--- config.mk ---
export PLATFORM = sky130hd
export DESIGN_NAME = apb_completer_regfile
export DESIGN_NICKNAME = d
export VERILOG_FILES = /design/src/rtl/apb_rtl_pkg.sv /design/src/rtl/apb_completer_decode.sv /design/src/rtl/apb_completer_regfile.sv
export SDC_FILE = /design/constraint.sdc
export NUM_CORES = 1
export LEC_CHECK = 0
export CORE_MARGIN = 2
export CORE_UTILIZATION = 44
export CTS_CLUSTER_DIAMETER = 60
export DETAILED_ROUTE_END_ITERATION = 10
export GPL_TIMING_DRIVEN = 0
export PLACE_DENSITY_LB_ADDON = 0.1
export RECOVER_POWER = 25
export SKIP_CTS_REPAIR_TIMING = 1
export SKIP_LAST_GASP = 1
export SYNTH_ARGS = -nofsm -noshare
export SYNTH_HDL_FRONTEND = slang
export SYNTH_SLANG_ARGS = --single-unit
--- constraint.sdc ---
create_clock -name PCLK -period 2.1 [get_ports PCLK]
set_clock_uncertainty 0.15 [all_clocks]
set_input_delay 0.42 -clock PCLK [delete_from_list [all_inputs] [get_ports PCLK]]
set_output_delay 0.42 -clock PCLK [all_outputs]
set_load 0.1 [all_outputs]
--- src/rtl/apb_rtl_pkg.sv ---
// Shared APB completer types: bus widths, FSM states, decode result.
package apb_rtl_pkg;

    localparam int APB_ADDR_W = 32;
    localparam int APB_DATA_W = 32;

    typedef enum logic [1:0] {
        IDLE,
        WAIT,
        RESP
    } apb_cmp_state_e;

    typedef struct packed {
        logic [5:0] idx;
        logic       err;
    } apb_decode_t;

endpackage

--- src/rtl/apb_completer_decode.sv ---
// APB byte address to register index decode with error flag.
module apb_completer_decode
    import apb_rtl_pkg::*;
#(
    parameter logic [31:0] BASE_ADDR = 32'h0000_0000,
    parameter int          NUM_REGS  = 8
) (
    input  logic [APB_ADDR_W-1:0] PADDR,
    output apb_decode_t           dec
);

    logic [31:0] offset;
    logic [29:0] word;

    assign offset = PADDR - BASE_ADDR;
    assign word   = offset[31:2];

    always_comb begin
        dec.idx = word[5:0];
        dec.err = (PADDR < BASE_ADDR)
               || (offset[1:0] != 2'b00)
               || (word >= 30'(NUM_REGS));
    end

endmodule

--- src/rtl/apb_completer_regfile.sv ---
// APB3 completer fronting a bank of 32-bit registers with
// programmable wait states and PSLVERR on bad addresses.
module apb_completer_regfile
    import apb_rtl_pkg::*;
#(
    parameter int          NUM_REGS    = 8,
    parameter logic [31:0] BASE_ADDR   = 32'h0000_0000,
    parameter int          WAIT_STATES = 0,
    parameter logic [31:0] RESET_VAL   = 32'h0
) (
    input  logic                     PCLK,
    input  logic                     PRESETn,
    input  logic [APB_ADDR_W-1:0]    PADDR,
    input  logic [APB_DATA_W-1:0]    PWDATA,
    input  logic                     PSEL,
    input  logic                     PENABLE,
    input  logic                     PWRITE,
    output logic [APB_DATA_W-1:0]    PRDATA,
    output logic                     PREADY,
    output logic                     PSLVERR,
    output logic [NUM_REGS*32-1:0]   regs_o,
    output logic [NUM_REGS-1:0]      wr_pulse_o
);

    localparam logic [3:0] CNT_INIT =
        4'((WAIT_STATES == 0) ? 0 : WAIT_STATES - 1);

    apb_cmp_state_e state_q, state_d;
    logic [3:0]     cnt_q, cnt_d;
    logic           wr_q;
    logic [31:0]    wdata_q;
    apb_decode_t    dec, dec_q, cur;
    logic           cur_wr;

    logic                ready_d, slverr_d;
    logic [31:0]         rdata_d, rd_mux;
    logic [NUM_REGS-1:0] pulse_d;
    logic                capture, respond, commit;
    logic                setup, access;

    logic [31:0] regs [NUM_REGS];

    apb_completer_decode #(
        .BASE_ADDR (BASE_ADDR),
        .NUM_REGS  (NUM_REGS)
    ) u_dec (
        .PADDR (PADDR),
        .dec   (dec)
    );

    assign setup  = PSEL & ~PENABLE;
    assign access = PSEL & PENABLE;

    // Zero-wait completion responds on the setup edge itself,
    // so IDLE uses the live decode rather than the captured one.
    assign cur    = (state_q == IDLE) ? dec : dec_q;
    assign cur_wr = (state_q == IDLE) ? PWRITE : wr_q;

    always_comb begin
        rd_mux = '0;
        for (int i = 0; i < NUM_REGS; i++) begin
            if (cur.idx == 6'(i)) rd_mux = regs[i];
        end
    end

    always_comb begin
        state_d  = state_q;
        cnt_d    = cnt_q;
        ready_d  = 1'b0;
        slverr_d = 1'b0;
        rdata_d  = '0;
        pulse_d  = '0;
        capture  = 1'b0;
        respond  = 1'b0;
        commit   = 1'b0;
        unique case (state_q)
            IDLE: begin
                if (setup) begin
                    capture = 1'b1;
                    if (WAIT_STATES == 0) begin
                        state_d = RESP;
                        respond = 1'b1;
                    end else begin
                        cnt_d   = CNT_INIT;
                        state_d = WAIT;
                    end
                end
            end
            WAIT: begin
                if (!PSEL) begin
                    state_d = IDLE;
                end else if (PENABLE) begin
                    if (cnt_q == 4'd0) begin
                        state_d = RESP;
                        respond = 1'b1;
                    end else begin
                        cnt_d = cnt_q - 4'd1;
                    end
                end
            end
            RESP: begin
                state_d = IDLE;
                commit  = access & PREADY & cur_wr & ~cur.err;
            end
            default: state_d = IDLE;
        endcase
        if (respond) begin
            ready_d  = 1'b1;
            slverr_d = cur.err;
            rdata_d  = (cur_wr || cur.err) ? 32'h0 : rd_mux;
        end
        for (int i = 0; i < NUM_REGS; i++) begin
            pulse_d[i] = commit && (cur.idx == 6'(i));
        end
    end

    always_ff @(posedge PCLK or negedge PRESETn) begin
        if (!PRESETn) begin
            state_q    <= IDLE;
            cnt_q      <= '0;
            wr_q       <= 1'b0;
            wdata_q    <= '0;
            dec_q      <= '0;
            PREADY     <= 1'b0;
            PSLVERR    <= 1'b0;
            PRDATA     <= '0;
            wr_pulse_o <= '0;
        end else begin
            state_q    <= state_d;
            cnt_q      <= cnt_d;
            PREADY     <= ready_d;
            PSLVERR    <= slverr_d;
            PRDATA     <= rdata_d;
            wr_pulse_o <= pulse_d;
            if (capture) begin
                wr_q    <= PWRITE;
                wdata_q <= PWDATA;
                dec_q   <= dec;
            end
        end
    end

    always_ff @(posedge PCLK or negedge PRESETn) begin
        if (!PRESETn) begin
            for (int i = 0; i < NUM_REGS; i++) regs[i] <= RESET_VAL;
        end else begin
            for (int i = 0; i < NUM_REGS; i++) begin
                if (pulse_d[i]) regs[i] <= wdata_q;
            end
        end
    end

    always_comb begin
        regs_o = '0;
        for (int i = 0; i < NUM_REGS; i++) begin
            regs_o[32*i +: 32] = regs[i];
        end
    end

endmodule

==> reports/qor.csv, run 1 <==
stage;metric;value;unit
clock_tree;clockBufferDepth;3;
route;ant_nets;0;
logic_synthesis;ys_seq_elements;339;
timing;post-route-min-period;2.45;ns
timing;rsz0062_at_grt;true;
floorplanning;die_h;184;µm
worst_setup_path;required;2.35;ns
floorplanning;dieArea;33900;µm²
grt;antenna_found_initial;2;
floorplanning;core;31700;µm²
finish;finalNonFillerCells;1919;
route;vias_per_cell;5.67;
run_status;violations;negative setup slack;
power_and_ir_drop;p_leak;10.2;nW
timing;drv_slew;0;
placed_design;gp_congestion;0.808;
power_and_ir_drop;power-per-cell-area;757;nW/µm²
power_and_ir_drop;p_int;11.4;mW
power_and_ir_drop;ir_drop;0.535;mV
worst_setup_path;crit_arrival;2.70;ns
worst_setup_path;slowest_stage;dfrtp_2;
timing;setup_viol;317;
floorplanning;pin_count;367;
clock_tree;root_buffer;clkbuf_16;
timing;finalWorstSetupSlack;-0.354;ns
placed_design;hpwlAfterDp;32300;µm
floorplanning;die_x;184;µm
timing;slew_headroom;0.299;
timing;fin_hold_ws;0.181;ns
logic_synthesis;ys.flop_type;dfrtp_1;
power_and_ir_drop;switching_power;3.68;mW
power_and_ir_drop;netSwitchingFraction;0.243;
timing;worst_slew_pin_slew;1.05;ns
worst_setup_path;crit_cells;9;
run_status;status;finished, violations left;
worst_setup_path;crit_chain;buf_8 > buf_4 > mux2_4 > and2_4 > buf_12 > a22oi_1 > o21ai_2 > a221oi_2 > a21oi_1;
clock_tree;htreeDepth;2;
worst_setup_path;critical_path_buf_inv_count;3;
route;wl_per_cell;25.9;µm
clock_tree;numCtsBuffers;37;
clock_tree;clk_pin_slew;0.06;ns
logic_synthesis;ys_seq_area_frac;0.594;
logic_synthesis;yosys_warnings;0;
logic_synthesis;syn-cell-area;14300;µm²
logic_synthesis;synth-edff-count;0;
floorplanning;fp-row-count;65;
grt;grt-ovfl-total;0;
route;dr.pass1.iters;5;
finish;area_growth;40.0;%
worst_setup_path;path_max_fanout;10;
clock_tree;cts.sinks;339;
placed_design;portBuffers;366;
power_and_ir_drop;power.share.combinational;0.087;
route;vias;10900;
logic_synthesis;postSynthAreaPerCell;13.9;µm²
grt;grt_max_degree;119;
logic_synthesis;netlist_instances;1027;
finish;drive_above_1_share;0.546;
timing;timing.fmax;408;MHz
finish;fin_util;0.630;
timing;fin_crit_sh;1.17;
logic_synthesis;syn_nets;1096;
route;drt_iter0_markers;697;
grt;grt_pass1_wl;68100;µm
route;wl;49600;µm
min_path;hp-class;primary input to flop;
clock_tree;worstSkewPairLatency;0.53;ns
grt;track_usage;0.271;
worst_setup_path;critPathKind;flop to flop;
flow_run;drv_cap;0;
timing;hold_viol;0;
worst_setup_path;crit_family;compound AO/OA/AOI/OAI gates;
min_path;holdPathStages;2;
logic_synthesis;async_flop_share;1.00;
power_and_ir_drop;pwr-share-clk;0.450;
worst_setup_path;worstSetupStartpointType;flop;
worst_setup_path;end_kind;flop;
worst_setup_path;r2r_cells;9;
floorplanning;initial_core_util;0.450;
route;drcViolationCount;0;
clock_tree;cts_tree;built;
grt;grt_pass1_vias;10700;
finish;final_nets;1560;
logic_synthesis;synth_cell_types;45;
worst_setup_path;cp_slowest_stage_delay;0.47;ns
power_and_ir_drop;p_seq_frac;0.463;
placed_design;dpl.cell_count;1797;
timing;setup_tns;-71.27;ns
-- final timing paths --
| check | end | startpoint | slack (ns) |
|---|---|---|---|
| max | PRDATA[31] | state_q[1] | -0.35 |
| min | dec_q[4] | PADDR[5] | 0.18 |
| max reg2reg | PRDATA[31] | state_q[1] | -0.35 |
| min reg2reg | wr_q | wr_q | 0.37 |
| max in group asynchronous | regs_o[78] | PRESETn | 0.16 |
| min in group asynchronous | wdata_q[1] | PRESETn | 0.48 |
-- power groups by stage --
stage	sequential (mW)	combinational, mW	clock [mW]
floorplan	7.08	0.422	0
global route	7.03	1.38	7.18
finish	7.00	1.31	6.82
detailed placement	7.11	1.02	0
global placement	7.11	0.991	0
CTS	6.99	1.02	6.88
-- placed cells by master, fill, tap and decap left out, drive strengths merged, types with 3 or more instances in the layout --
cell / n
buf: 104
nand4: 3
a22oi: 59
dfrtp: 339
nand3: 4
nand2b: 29
bufinv: 4
inv: 10
clkbuf: 380
o21ai: 33
clkdlybuf4s50: 66
nor4: 7
a31oi: 28
o2111ai: 28
nand2: 43
mux2: 297
and2: 4
mux2i: 33
a21oi: 10
nor3: 3
nor2: 4
clkinv: 4
-- flip-flops by register name, summed over array words and instances, names as in the netlist --
signal,cells
PRDATA,32
dec_q,7
regs_o,256
wr_pulse_o,8
wr_q,1
PREADY,1
PSLVERR,1
state_q,1
wdata_q,32
-- per-stage QoR --
| stage | power (mW) | setup slack (ns) | cell area [µm²] |
|---|---|---|---|
| 5_1_grt | 15.6 | -0.434 | 20000 |
| 2_1_floorplan | 7.50 | -0.0498 | 14400 |
| 3_5_place_dp | 8.13 | -1.14 | 18600 |
| 4_1_cts | 14.9 | -0.807 | 19900 |
| 6_report | 15.1 | -0.354 | 20000 |
| 3_3_place_gp | 8.10 | -16.98 | 18500 |
-- kinds of logic after synthesis --
| logic type | count (synthesis) | synth area share |
|---|---|---|
| DFF | 339 | 0.594 |
| muxes | 330 | 0.258 |
| AOI/OAI and AO/OA | 169 | 0.0820 |
| and+or+nand+nor | 106 | 0.0395 |
| buffers and inverters | 83 | 0.0260 |
-- layer usage --
layer / share of wire / GRT usage / vias up
li1: - / - / 4735
met4: 0.035 / 0.0861 / 2
met5: 0.00026 / 0 / -
met2: 0.48 / 0.434 / 426
met3: 0.074 / 0.0680 / 90
met1: 0.41 / 0.364 / 5635
-- cell type report --
type / count / area (µm²)
antenna: 1 / 2.50
buffer: 71 / 933
clock buffer: 55 / 1130
clock inverter: 9 / 149
fill: 2537 / 11700
inverter: 10 / 41.3
multi-input combinational: 606 / 5820
sequential: 339 / 8490
tap: 402 / 503
timing repair buffer: 426 / 2920
-- Yosys cell counts (all sizes together), types with 3 or more instances --
master	n	area, µm²
a22oi	59	443
mux2i	33	334
o21ai	33	165
nand2b	29	181
nor2	4	15.0
o2111ai	28	245
nor4	7	43.8
nand3	4	25.0
nor3	3	15.0
buf	46	233
nand2	43	164
inv	9	33.8
clkbuf	27	101
nand4	3	18.8
and2	4	25.0
dfrtp	339	8480
a21oi	10	50.1
mux2	296	3330
a31oi	28	175
(Power assumes the default switching activity.)
==> inputs of run 2 (changes only) <==
- ABC_AREA: not set -> 1
- CORE_UTILIZATION: 44 -> 57
- DONT_BUFFER_PORTS: not set -> 1
==> run 2 against run 1 <==
  * The run ends with negative hold slack, negative setup slack left
  * Via count up 46%
  * Combinational power up 5%
  * Flip-flop and latch count unchanged
  * Hold slack worse by 0.73 ns
  * Global-route usage up 12 points
  * Die area down 14%
  * Sequential power down 3.7%
  * Design area down 2.8%
  * Clock power down 8.2%
  * Sequential share of layout area up 1.2 points
==> reports/qor.csv, run 2 <==
stage;metric;value;unit;change
run_status;status;finished, violations left;;
run_status;violations;negative hold slack, negative setup slack;;
logic_synthesis;synth_top_area_cell;dfrtp_1;;
finish;final_cell_mix;728 x nand2_1, 337 x dfrtp_1, 291 x nand4_1, 125 x nor2_1, 113 x nand3_1;;
worst_setup_path;cp_slowest_stage_delay;0.49;ns;+0.02 ns
logic_synthesis;yosys_warnings;0;;unchanged
placed_design;hpwlAfterDp;42300;µm;+31%
min_path;hp-class;primary input to async pin;;
logic_synthesis;syn-cell-area;15900;µm²;+12%
worst_setup_path;slowest_stage;dfrtp_2;;
clock_tree;cts.sinks;339;;unchanged
placed_design;portBuffers;0;;-100%
worst_setup_path;r2r_cells;9;;unchanged
floorplanning;initial_core_util;0.577;;+0.127
placed_design;dp_slack;-0.833;ns;+0.308 ns
floorplanning;fp-row-count;61;;-6.2%
route;dr.pass1.iters;6;;+1
grt;grt_max_degree;340;;+190%
flow_run;drv_cap;0;;unchanged
timing;finalWorstSetupSlack;-0.275;ns;+0.0792 ns
logic_synthesis;yosysMostFrequentCell;nand2_1;;
floorplanning;dieArea;29300;µm²;-14%
timing;timing.fmax;421;MHz;+3.3%
logic_synthesis;yosysTopAreaCellShare;0.532;;-0.0621
timing;drv_slew;0;;unchanged
finish;layout_commonest_cell;nand2_1;;
timing;fin_hold_ws;-0.548;ns;-0.729 ns
route;wl;61300;µm;+23%
clock_tree;worstSkewPairLatency;0.53;ns;about the same
grt;grt_pass1_wl;87000;µm;+28%
grt;antenna_found_initial;0;;-2
power_and_ir_drop;p_total;14.4;mW;-5.0%
worst_setup_path;worstSetupStartpointType;flop;;
route;wl_per_cell;24.2;µm;-6.3%
worst_setup_path;path_common_cell;nand2_1;;
logic_synthesis;synth-edff-count;0;;unchanged
worst_setup_path;reg2reg_slack;-0.27;ns;+0.08 ns
clock_tree;numCtsBuffers;37;;unchanged
worst_setup_path;required;2.35;ns;about the same
worst_setup_path;timing.rr.start;state_q[1];;
placed_design;dpl.cell_count;2382;;+33%
clock_tree;cts_tree;built;;
placed_design;gp_congestion;0.984;;+22%
finish;area_growth;21.9;%;
timing;post-route-min-period;2.37;ns;-0.0792 ns
floorplanning;die_h;171;µm;-7.0%
route;vias_per_cell;6.28;;+11%
finish;antenna_cells;0;;-1
worst_setup_path;r2r_end;regs_o[203];;
route;ant_nets;0;;unchanged
logic_synthesis;ys.flop_type;dfrtp_1;;
finish;final_nets;2195;;+41%
logic_synthesis;ys_seq_area_frac;0.532;;-0.0621
route;drcViolationCount;0;;unchanged
route;vias;15900;;+46%
floorplanning;die_x;171;µm;-7.0%
logic_synthesis;synth_common_cells;743 x nand2_1, 339 x dfrtp_1, 291 x nand4_1;;
route;drt_iter0_markers;1948;;+180%
clock_tree;clk_pin_slew;0.06;ns;about the same
logic_synthesis;async_flop_share;1.00;;unchanged
timing;fin_crit_sh;1.13;;-0.0377
finish;fillers;2143;;-16%
finish;largest_reg_flops;256;;unchanged
timing;worst_slew_pin_slew;1.11;ns;+0.0615 ns
power_and_ir_drop;ir_drop;0.588;mV;+10%
grt;track_usage;0.395;;+0.124
power_and_ir_drop;p_leak;10.5;nW;+2.6%
worst_setup_path;worstSetupStartpoint;state_q[1];;
worst_setup_path;end_kind;flop;;
logic_synthesis;synth_cell_types;25;;-44%
logic_synthesis;postSynthAreaPerCell;7.96;µm²;-43%
logic_synthesis;syn_nets;2073;;+89%
timing;hold_viol;339;;+339
grt;grt_pass1_vias;14300;;+33%
timing;rsz0062_at_grt;true;;
logic_synthesis;ys_seq_elements;339;;unchanged
clock_tree;htreeDepth;2;;unchanged
logic_synthesis;netlist_instances;2004;;+95%
worst_setup_path;crit_chain;clkinv_2 > nand2_1 > a2111oi_4 > buf_4 > buf_12 > nand3_2 > buf_4 > nand2_1 > nand2_1;;
power_and_ir_drop;power-per-cell-area;739;nW/µm²;-2.3%
clock_tree;root_buffer;clkbuf_16;;
finish;drive_above_1_share;0.157;;-0.389
grt;grt-ovfl-total;0;;unchanged
worst_setup_path;endpoint;regs_o[203];;
worst_setup_path;crit_arrival;2.62;ns;-0.08 ns
floorplanning;pin_count;367;;unchanged
floorplanning;core;27600;µm²;-13%
worst_setup_path;critPathKind;flop to flop;;
timing;setup_viol;329;;+3.8%
timing;slew_headroom;0.258;;-0.0410
finish;finalNonFillerCells;2528;;+32%
clock_tree;clockBufferDepth;3;;unchanged
logic_synthesis;synthTopCellsByArea;dfrtp_1 53%, nand2_1 17%, nand4_1 11%;;
worst_setup_path;path_max_fanout;10;;unchanged
-- run 2: stage by stage --
stage,instance area (µm²),setup TNS (ns),utilization,hold slack [ns]
floorplan,16000,0,-,-0.0256
global placement,16400,-167.47,0.594,-0.0171
detailed placement,16400,-165.75,0.594,-0.0163
CTS,17600,-161.58,0.635,-0.558
global route,19400,-63.83,0.703,-0.563
finish,19400,-53.41,0.703,-0.548
-- run 2: power breakdown --
group          internal (mW)  total (mW)  switching [mW]  leakage (nW)
logic                  0.353        1.37            1.02          5.25
registers               6.65        6.74          0.0836          4.67
clock network           3.56        6.26            2.70         0.550
total                   10.6        14.4            3.80          10.5
-- run 2: cells by family after synthesis --
| logic type | synth area share |
|---|---|
| compound gates | 0.0202 |
| flops | 0.532 |
| simple gates | 0.375 |
| buf+inv | 0.0732 |
-- run 2: worst min path at each step --
stage | startpoint | to | slack (ns)
4_1_cts | PRESETn | regs_o[149] | -0.56
2_1_floorplan | PRESETn | PRDATA[0] | -0.03
5_1_grt | PRESETn | regs_o[191] | -0.56
3_5_place_dp | PRESETn | regs_o[133] | -0.02
3_3_place_gp | PRESETn | regs_o[102] | -0.02
6_report | PRESETn | regs_o[99] | -0.55
-- run 2: per-layer routing --
| layer | track usage | routed length, µm |
|---|---|---|
| met1 | 0.513 | 22200 |
| met2 | 0.595 | 27300 |
| met3 | 0.155 | 9000 |
| met4 | 0.156 | 2740 |
| met5 | 0 | 0 |
-- run 2: final cells by class --
type,count,area (µm²),area share
multi-input combinational,1380,6750,0.347
clock inverter,9,55.1,0.00283
sequential,339,8490,0.437
buffer,190,1350,0.0695
timing repair buffer,82,865,0.0445
inverter,95,367,0.0189
tap,378,473,0.0243
timing repair inverter,1,5.00,0.000258
clock buffer,54,1080,0.0556
-- run 2: worst max-delay path: cells and delay by family (launching register included) --
kind | cells | cell delay, ns
flip-flops | 1 | 0.49
buffers and inverters | 4 | 0.75
AND/OR/NAND/NOR | 4 | 0.46
AO/OA/AOI/OAI | 1 | 0.40
